===== config.mk =====
export PLATFORM = sky130hd
export DESIGN_NAME = segasys1_sprcoll_ram
export DESIGN_NICKNAME = d
export VERILOG_FILES = /design/src/rtl/segasys1_sprcoll_ram.sv
export SDC_FILE = /design/constraint.sdc
export NUM_CORES = 2
export LEC_CHECK = 0
export BUFFER_PORTS_ARGS = -buffer_cell sky130_fd_sc_hd__buf_2
export CAP_MARGIN = 40
export CORE_MARGIN = 3
export CORE_UTILIZATION = 55
export DETAILED_ROUTE_END_ITERATION = 8
export PLACE_DENSITY_LB_ADDON = 0.05
export RECOVER_POWER = 25
export SYNTH_ARGS = -nofsm -noshare
export SYNTH_HDL_FRONTEND = slang
export SYNTH_SLANG_ARGS = --single-unit

===== constraint.sdc =====
create_clock -name VCLKx8 -period 13.85 [get_ports VCLKx8]
set_clock_uncertainty 0.2 [all_clocks]
set_input_delay 0.6925 -clock VCLKx8 [delete_from_list [all_inputs] [get_ports VCLKx8]]
set_output_delay 0.6925 -clock VCLKx8 [all_outputs]
set_load 0.02 [all_outputs]

===== src/rtl/segasys1_sprcoll_ram.sv =====
// Sprite collision table: queues renderer collision pulses into a 1024x1 RAM,
// keeps sticky summary/overflow flags and serves CPU reads and clear-writes.
module segasys1_sprcoll_ram #(
    parameter int FIFO_DEPTH   = 4,
    parameter bit CLR_ON_RESET = 1'b1
) (
    input  logic       VCLKx8,
    input  logic       RST_N,
    input  logic       sprcoll,
    input  logic [9:0] sprcoll_ad,
    input  logic [9:0] cpu_ad,
    input  logic       cpu_ram_cs,
    input  logic       cpu_sum_cs,
    input  logic       cpu_rd,
    input  logic       cpu_wr,
    output logic [7:0] cpu_dout,
    output logic       cpu_dout_vld,
    output logic       coll_any,
    output logic       ovf,
    output logic       busy
);

    localparam int AW = $clog2(FIFO_DEPTH);

    typedef enum logic {ST_CLEAR, ST_RUN} state_t;

    state_t      state_q, state_d;
    logic [9:0]  clrCnt_q, clrCnt_d;
    logic        rdPrev_q, wrPrev_q;
    logic        evVld_q, evVld_d;
    logic        evWr_q, evWr_d;
    logic        evSum_q, evSum_d;
    logic [9:0]  evAd_q, evAd_d;
    logic [AW:0] wrPtr_q, wrPtr_d;
    logic [AW:0] rdPtr_q, rdPtr_d;
    logic [7:0]  dout_q, dout_d;
    logic        vld_q, vld_d;
    logic        collAny_q, collAny_d;
    logic        ovf_q, ovf_d;

    logic [9:0]  fifoMem_q [FIFO_DEPTH];
    logic        mem_q [1024];

    logic        rdLvl, wrLvl, rdEv, wrEv, running;
    logic        fifoEmpty, fifoFull, ramByCpu, pop, push, drop;
    logic        ramWe, ramWd, ramRdBit;
    logic [9:0]  ramWa, fifoHead;

    assign rdLvl     = (cpu_ram_cs | cpu_sum_cs) & cpu_rd;
    assign wrLvl     = (cpu_ram_cs | cpu_sum_cs) & cpu_wr;
    assign rdEv      = rdLvl & ~rdPrev_q;
    assign wrEv      = wrLvl & ~wrPrev_q;
    assign running   = (state_q == ST_RUN);
    assign fifoEmpty = (wrPtr_q == rdPtr_q);
    assign fifoFull  = (wrPtr_q[AW] != rdPtr_q[AW]) &&
                       (wrPtr_q[AW-1:0] == rdPtr_q[AW-1:0]);
    assign fifoHead  = fifoMem_q[rdPtr_q[AW-1:0]];
    assign ramRdBit  = mem_q[evAd_q];

    // A registered CPU table access owns the RAM port; queued events wait a cycle.
    assign ramByCpu  = evVld_q & ~evSum_q;
    assign pop       = running & ~fifoEmpty & ~ramByCpu;
    assign push      = running & sprcoll & (~fifoFull | pop);
    assign drop      = running & sprcoll & fifoFull & ~pop;

    always_comb begin
        state_d   = state_q;
        clrCnt_d  = clrCnt_q;
        evVld_d   = running & (rdEv | wrEv);
        evWr_d    = wrEv;
        evSum_d   = ~cpu_ram_cs;
        evAd_d    = cpu_ad;
        wrPtr_d   = push ? wrPtr_q + (AW+1)'(1) : wrPtr_q;
        rdPtr_d   = pop  ? rdPtr_q + (AW+1)'(1) : rdPtr_q;
        dout_d    = dout_q;
        vld_d     = 1'b0;
        collAny_d = collAny_q;
        ovf_d     = ovf_q;
        ramWe     = 1'b0;
        ramWa     = 10'd0;
        ramWd     = 1'b0;

        if (state_q == ST_CLEAR) begin
            clrCnt_d = clrCnt_q + 10'd1;
            ramWe    = 1'b1;
            ramWa    = clrCnt_q;
            if (clrCnt_q == 10'h3FF) begin
                state_d = ST_RUN;
            end
        end else if (ramByCpu && evWr_q) begin
            ramWe = 1'b1;
            ramWa = evAd_q;
        end else if (pop) begin
            ramWe = 1'b1;
            ramWa = fifoHead;
            ramWd = 1'b1;
        end

        if (evVld_q && !evWr_q) begin
            vld_d  = 1'b1;
            dout_d = evSum_q ? {6'b0, ovf_q, collAny_q} : {7'b0, ramRdBit};
        end

        // Clears are applied first so a coincident set overrides them.
        if (evVld_q && evWr_q && evSum_q) begin
            collAny_d = 1'b0;
            ovf_d     = 1'b0;
        end
        if (pop) begin
            collAny_d = 1'b1;
        end
        if (drop) begin
            ovf_d = 1'b1;
        end
    end

    always_ff @(posedge VCLKx8 or negedge RST_N) begin
        if (!RST_N) begin
            state_q   <= CLR_ON_RESET ? ST_CLEAR : ST_RUN;
            clrCnt_q  <= 10'd0;
            rdPrev_q  <= 1'b0;
            wrPrev_q  <= 1'b0;
            evVld_q   <= 1'b0;
            evWr_q    <= 1'b0;
            evSum_q   <= 1'b0;
            evAd_q    <= 10'd0;
            wrPtr_q   <= '0;
            rdPtr_q   <= '0;
            dout_q    <= 8'h00;
            vld_q     <= 1'b0;
            collAny_q <= 1'b0;
            ovf_q     <= 1'b0;
        end else begin
            state_q   <= state_d;
            clrCnt_q  <= clrCnt_d;
            rdPrev_q  <= rdLvl;
            wrPrev_q  <= wrLvl;
            evVld_q   <= evVld_d;
            evWr_q    <= evWr_d;
            evSum_q   <= evSum_d;
            evAd_q    <= evAd_d;
            wrPtr_q   <= wrPtr_d;
            rdPtr_q   <= rdPtr_d;
            dout_q    <= dout_d;
            vld_q     <= vld_d;
            collAny_q <= collAny_d;
            ovf_q     <= ovf_d;
        end
    end

    // Storage arrays carry no reset; the sweep is what initialises the table.
    always_ff @(posedge VCLKx8) begin
        if (push) begin
            fifoMem_q[wrPtr_q[AW-1:0]] <= sprcoll_ad;
        end
        if (ramWe) begin
            mem_q[ramWa] <= ramWd;
        end
    end

    assign cpu_dout     = dout_q;
    assign cpu_dout_vld = vld_q;
    assign coll_any     = collAny_q;
    assign ovf          = ovf_q;
    assign busy         = (state_q == ST_CLEAR);

endmodule


* After elaboration in Yosys (flattened, before gate mapping)
Memories as Yosys holds them, arrays and structs flattened.
Index checks and enable logic that the tools add are counted.
** Storage, ports and cells
- Output and inout bits :: 12
- RAM bits :: 1064
- Word-level logic and storage cells :: 74
- Input bits :: 27
- Register bits :: 43
- Memories :: 2
** Cells by class
- Muxes and demuxes :: 19
- Bitwise logic cells :: 24
- Eq/ne operators :: 4
- Reductions and logical operators :: 8
- Add/sub/neg operators :: 3
** Memory list
- mem_q :: depth 1024, bits a word 1, read ports 1, clocked after memory_dff 0, write ports 1, line 42 : logic mem_q [1024];
- fifoMem_q :: depth 4, bits a word 10, read ports 1, clocked after memory_dff 0, write ports 1, line 41 : logic [9:0] fifoMem_q [FIFO_DEPTH];
** Operators with widths (number)
- 10-bit two-way mux :: 3
- 1-bit two-way mux :: 15
- 1-bit AND :: 12
- 10-bit by 1-bit adder with 10-bit output (second input constant) :: 1
- 10-bit equality test (second input constant) :: 1
- 1-bit inverter :: 9
- 3-bit by 1-bit adder with 3-bit output (second input constant) :: 2
- 1-bit logical AND :: 5
- 2-bit nonzero test :: 2
- 3-bit equality test :: 1
- 1-bit bitwise OR :: 3
- 2-bit equality test :: 1
- 2-bit two-way mux :: 1
- 1-bit zero test :: 1
- 1-bit != test :: 1

* Depth between registers and ports, before layout
- Word-level depth :: 9
- Mapped depth :: 15
- Mapped depth without buffers :: 8

* Worst setup path before layout
Ideal clock, no wire load.
- Path kind :: flip-flop to flip-flop
- Start :: register state_q (netlist: running)
- End :: memory mem_q[127], enable pin
- Data arrival time :: 6.320 ns
- Clock period less this slack :: 6.819 ns
- Data required time :: 13.350 ns
- Setup slack :: 7.031 ns
- Cell stages (with the launch flop) :: 12
- Cells stage by stage :: dfrtp_1 -> buf_2 -> inv_2 -> a21oi_1 -> a21boi_2 -> buf_4 -> a221o_1 -> o21ai_1 -> nor3_1 -> nand2_1 -> buf_2 -> nor2_1
** Between the ends
- Word-level cells in the longest chain between the ends :: 7
- Elaborated cells on any way between the ends :: 10
- Classes of those cells :: mux (8); bitwise (2)
** RTL lines
- from (decl) :: line 27 : state_t state_q, state_d;
- from (signal assigned) :: line 119 : state_q <= CLR_ON_RESET ? ST_CLEAR : ST_RUN;
- from (signal assigned) :: line 134 : state_q <= state_d;
- 1-bit AND (2 in a row) :: line 62 : assign pop = running & ~fifoEmpty & ~ramByCpu;
- 1-bit two-way mux :: line 93 : end else if (pop) begin
- 1-bit two-way mux :: line 90 : end else if (ramByCpu && evWr_q) begin
- 1-bit two-way mux :: line 83 : if (state_q == ST_CLEAR) begin
- 1-bit two-way mux :: line 156 : if (ramWe) begin
- 1-bit two-way mux (not written as such) :: line 157 : mem_q[ramWa] <= ramWd;
- to (decl) :: line 42
Several ways; a longest one is shown, not always the timed one.

* Worst setup path in the final report
- Start :: register state_q (netlist: running)
- End :: memory mem_q[980] (data pin)
** Between the ends
- Word-level cells in the longest chain between the ends :: 5
** RTL lines (line)
- 1-bit AND (2 in a row) :: 62
- 1-bit two-way mux :: 93
- 1-bit two-way mux :: 90
- 1-bit two-way mux (*) :: 83
Mark *: on every way between the ends. The rest lies on a longest branch, timed or not.

==> impl_metrics.py <==
metrics = {
    "power": {
        "power.total_mw": 6.83,
        "power.internal_mw": 5.42,
        "pwr-share-seq": 0.529,
        "p_sw_mw": 1.40,
        "p_per_area_nw_per_um2": 129,
        "p_leak_nw": 13.6,
        "combPwrFrac": 0.025,
        "vdd_drop_max_v": 0.000129,
        "p_clk_frac": 0.446,
        "p_sw_frac": 0.205,
    },
    "global_routing": {
        "grt_max_degree": 317,
        "grt_pass1_vias": 27933,
        "grt_pass1_wl_mm": 189,
        "grt_use_total": 0.290,
        "overflow": 0,
        "antenna_found_initial": 3,
    },
    "clocking": {
        "clkTransAtPathRegs_ns": 0.06,
        "cts_buffers": 113,
        "cts_setup_buffers": 0,
        "cts_max_level": 3,
        "root_buffer": "clkbuf_16",
        "cts.path.max_buffers": 3,
        "cts_tree": "done",
        "clk_latency_ns": 0.69,
        "cts.sink_count": 1101,
    },
    "worst_setup_path": {
        "reg2reg_slack_ns": 6.32,
        "crit_required_ns": 14.01,
        "critical_path_class": "reg2reg",
        "cp-end-kind": "register",
        "rr_endpoint": "mem_q[980]",
        "start_kind": "register",
        "critPathArrivalTime_ns": 7.69,
        "cp_max_fo": 96,
        "rr_startpoint": "running",
        "r2r_cells": 6,
    },
    "cells_and_area": {
        "n_antenna_cell": 0,
        "area_delta_synth_final_pct": 10.7,
        "final_nets": 3253,
        "final_layout_size_suffix_gt1_frac": 0.166,
        "fin_cells": 4459,
    },
    "logic_synthesis": {
        "synthCells": 3249,
        "synth-seq-area-share": 0.687,
        "synth-seq-cells": 1101,
        "synth_cell_types": 74,
        "ys_warn_count": 0,
        "synth_ff_type": "edfxtp_1",
        "synthArstFlopShare": 0.0336,
        "synth_area_sq_um": 47900,
        "synth_top_area_frac": 0.667,
        "synth-edff-count": 1064,
        "avgSynthCellArea_sq_um": 14.7,
        "synth.area.top_cells": "edfxtp_1 (67%), mux4_2 (9.8%), nor2_1 (8.2%)",
        "synth_commonest_cells": "edfxtp_1 (1064), nor2_1 (1052), mux4_2 (209), buf_2 (125), nand2_1 (101)",
        "post-synth-top-count-cell": "edfxtp_1",
        "synth_top_cell_by_area": "edfxtp_1",
    },
    "worst_hold_path": {
        "hold_depth": 2,
        "min_delay_worst_endpoint": "wrPrev_q",
        "hp-class": "in2reg",
        "hp-start": "cpu_wr",
    },
    "drt": {
        "vias": 28393,
        "via_per_inst": 6.37,
        "wire_per_inst_um": 29.2,
        "drcViolationCount": 0,
        "drt_iter0_drc": 3925,
        "wirelength_mm": 130,
        "dr.pass1.iters": 6,
        "ant_nets": 0,
    },
    "sta": {
        "finalMaxSlewViolations": 288,
        "setup_viol": 0,
        "worst_slack_ns": 6.32,
        "hold_viol": 0,
        "layout_worst_path_cycle_share": 0.543,
        "hold_slack_ns": 0.0373,
        "tns_ns": 0,
        "max_freq_ghz": 0.133,
        "period_minus_slack_ns": 7.53,
        "rsz0062_at_grt": "no",
        "worstMarginPinSlew_ns": 3.22,
        "slew_headroom": -1.14,
    },
    "floorplan": {
        "dieArea_sq_um": 90600,
        "start_util": 0.559,
        "row_count": 107,
        "fp.dieH_um": 301,
        "die_w_um": 301,
        "coreArea_sq_um": 85700,
        "ios": 39,
    },
    "placement": {
        "port_buffers": 32,
        "dp_cells": 4232,
        "place_congestion": 0.821,
        "hpwl_mm": 73.0,
        "pre_cts_slack_ns": 8.74,
    },
    "run": {
        "maxCapViolCount": 3,
    },
    "run_status": {
        "status": "finished, violations left",
        "violations": "max-capacitance violations, max-slew violations",
    },
}
placed cells by master, fill, tap and decap left out, types with 24 or more instances in the layout:
| master | count |
|---|---|
| a21oi_1 | 28 |
| a22oi_1 | 38 |
| buf_4 | 63 |
| buf_8 | 24 |
| clkbuf_1 | 46 |
| clkbuf_16 | 115 |
| clkinv_1 | 29 |
| clkinv_2 | 24 |
| dfrtp_1 | 32 |
| edfxtp_1 | 1064 |
| mux2i_1 | 86 |
| mux4_1 | 30 |
| mux4_2 | 209 |
| nand2_1 | 70 |
| nand2_2 | 30 |
| nand3_1 | 25 |
| nor2_1 | 1051 |
routing by layer:
layer,GRT usage,vias to the layer above,wire (um),share of wire
li1,-,11928,-,-
met1,0.403,14758,49800,0.38
met2,0.475,1434,62900,0.48
met3,0.0472,273,12500,0.096
met4,0.0969,0,4990,0.038
met5,0,-,0,0
cell type report:
class | instances | area, sq um
sequential | 1101 | 32900
multi-input combinational | 1833 | 13300
timing repair buffer | 160 | 1610
fill | 6442 | 32700
tap | 1144 | 1430
clock buffer | 138 | 2960
inverter | 11 | 41.3
clock inverter | 72 | 754
repair_timing:
item	CTS	global route
gates resized for setup	0	0
hold endpoints to repair	68	0
hold buffers	17	0
power by group through the flow:
| stage | logic (mW) | clock network [mW] | registers (mW) |
|---|---|---|---|
| 3_5_place_dp | 0.169 | 0 | 3.68 |
| 5_1_grt | 0.179 | 3.22 | 3.61 |
| 4_1_cts | 0.173 | 3.08 | 3.61 |
| 6_report | 0.172 | 3.04 | 3.61 |
| 3_3_place_gp | 0.167 | 0 | 3.68 |
| 2_1_floorplan | 0.120 | 0 | 3.67 |
worst max-delay path, stage by stage (launching register included):
cell and delay [ns]:
dfrtp_1 0.73, inv_1 0.43, a21oi_1 0.30, a21boi_0 0.42, clkbuf_1 1.70, clkbuf_1 2.36
buf_4 0.94
kinds of logic after synthesis:
kind of cell | after synthesis | synth area share
AND/OR/NAND/NOR | 1274 | 0.106
flip-flops | 1101 | 0.687
multiplexers | 330 | 0.134
buffers and inverters | 320 | 0.0378
AO/OA/AOI/OAI | 201 | 0.0308
XOR/XNOR | 16 | 0.00293
adder cells (fa/ha/maj) | 6 | 0.00157
other | 1 | 0.0000783
sequential cells by signal, summed over array words and instances (netlist names):
| register | cells |
|---|---|
| mem_q | 1024 |
| evAd_q | 10 |
| evSum_q | 1 |
| cpu_dout | 2 |
| ovf | 1 |
| cpu_dout_vld | 1 |
| evWr_q | 1 |
| evVld_q | 1 |
| fifoMem_q | 40 |
| running | 1 |
| wrPtr_q | 3 |
| rdPrev_q | 1 |
| clrCnt_q | 10 |
| coll_any | 1 |
| rdPtr_q | 3 |
| wrPrev_q | 1 |
per-stage QoR:
step	util	area, sq um
floorplan	-	47900
global placement	0.565	48400
detailed placement	0.574	49200
CTS	0.620	53100
global route	0.619	53000
finish	0.619	53000
how the worst max path moves through the flow:
stage          startpoint          to  slack, ns  depth (start not counted)
4_1_cts           running  mem_q[431]       8.74                         10
2_1_floorplan     running  mem_q[127]       7.03                         11
3_3_place_gp   rdPtr_q[0]  mem_q[526]       8.29                         10
3_5_place_dp      running  mem_q[143]       8.74                         10
6_report          running  mem_q[980]       6.32                          6
5_1_grt           running  mem_q[372]       5.68                          6
Power figures use the tool's default switching activity.
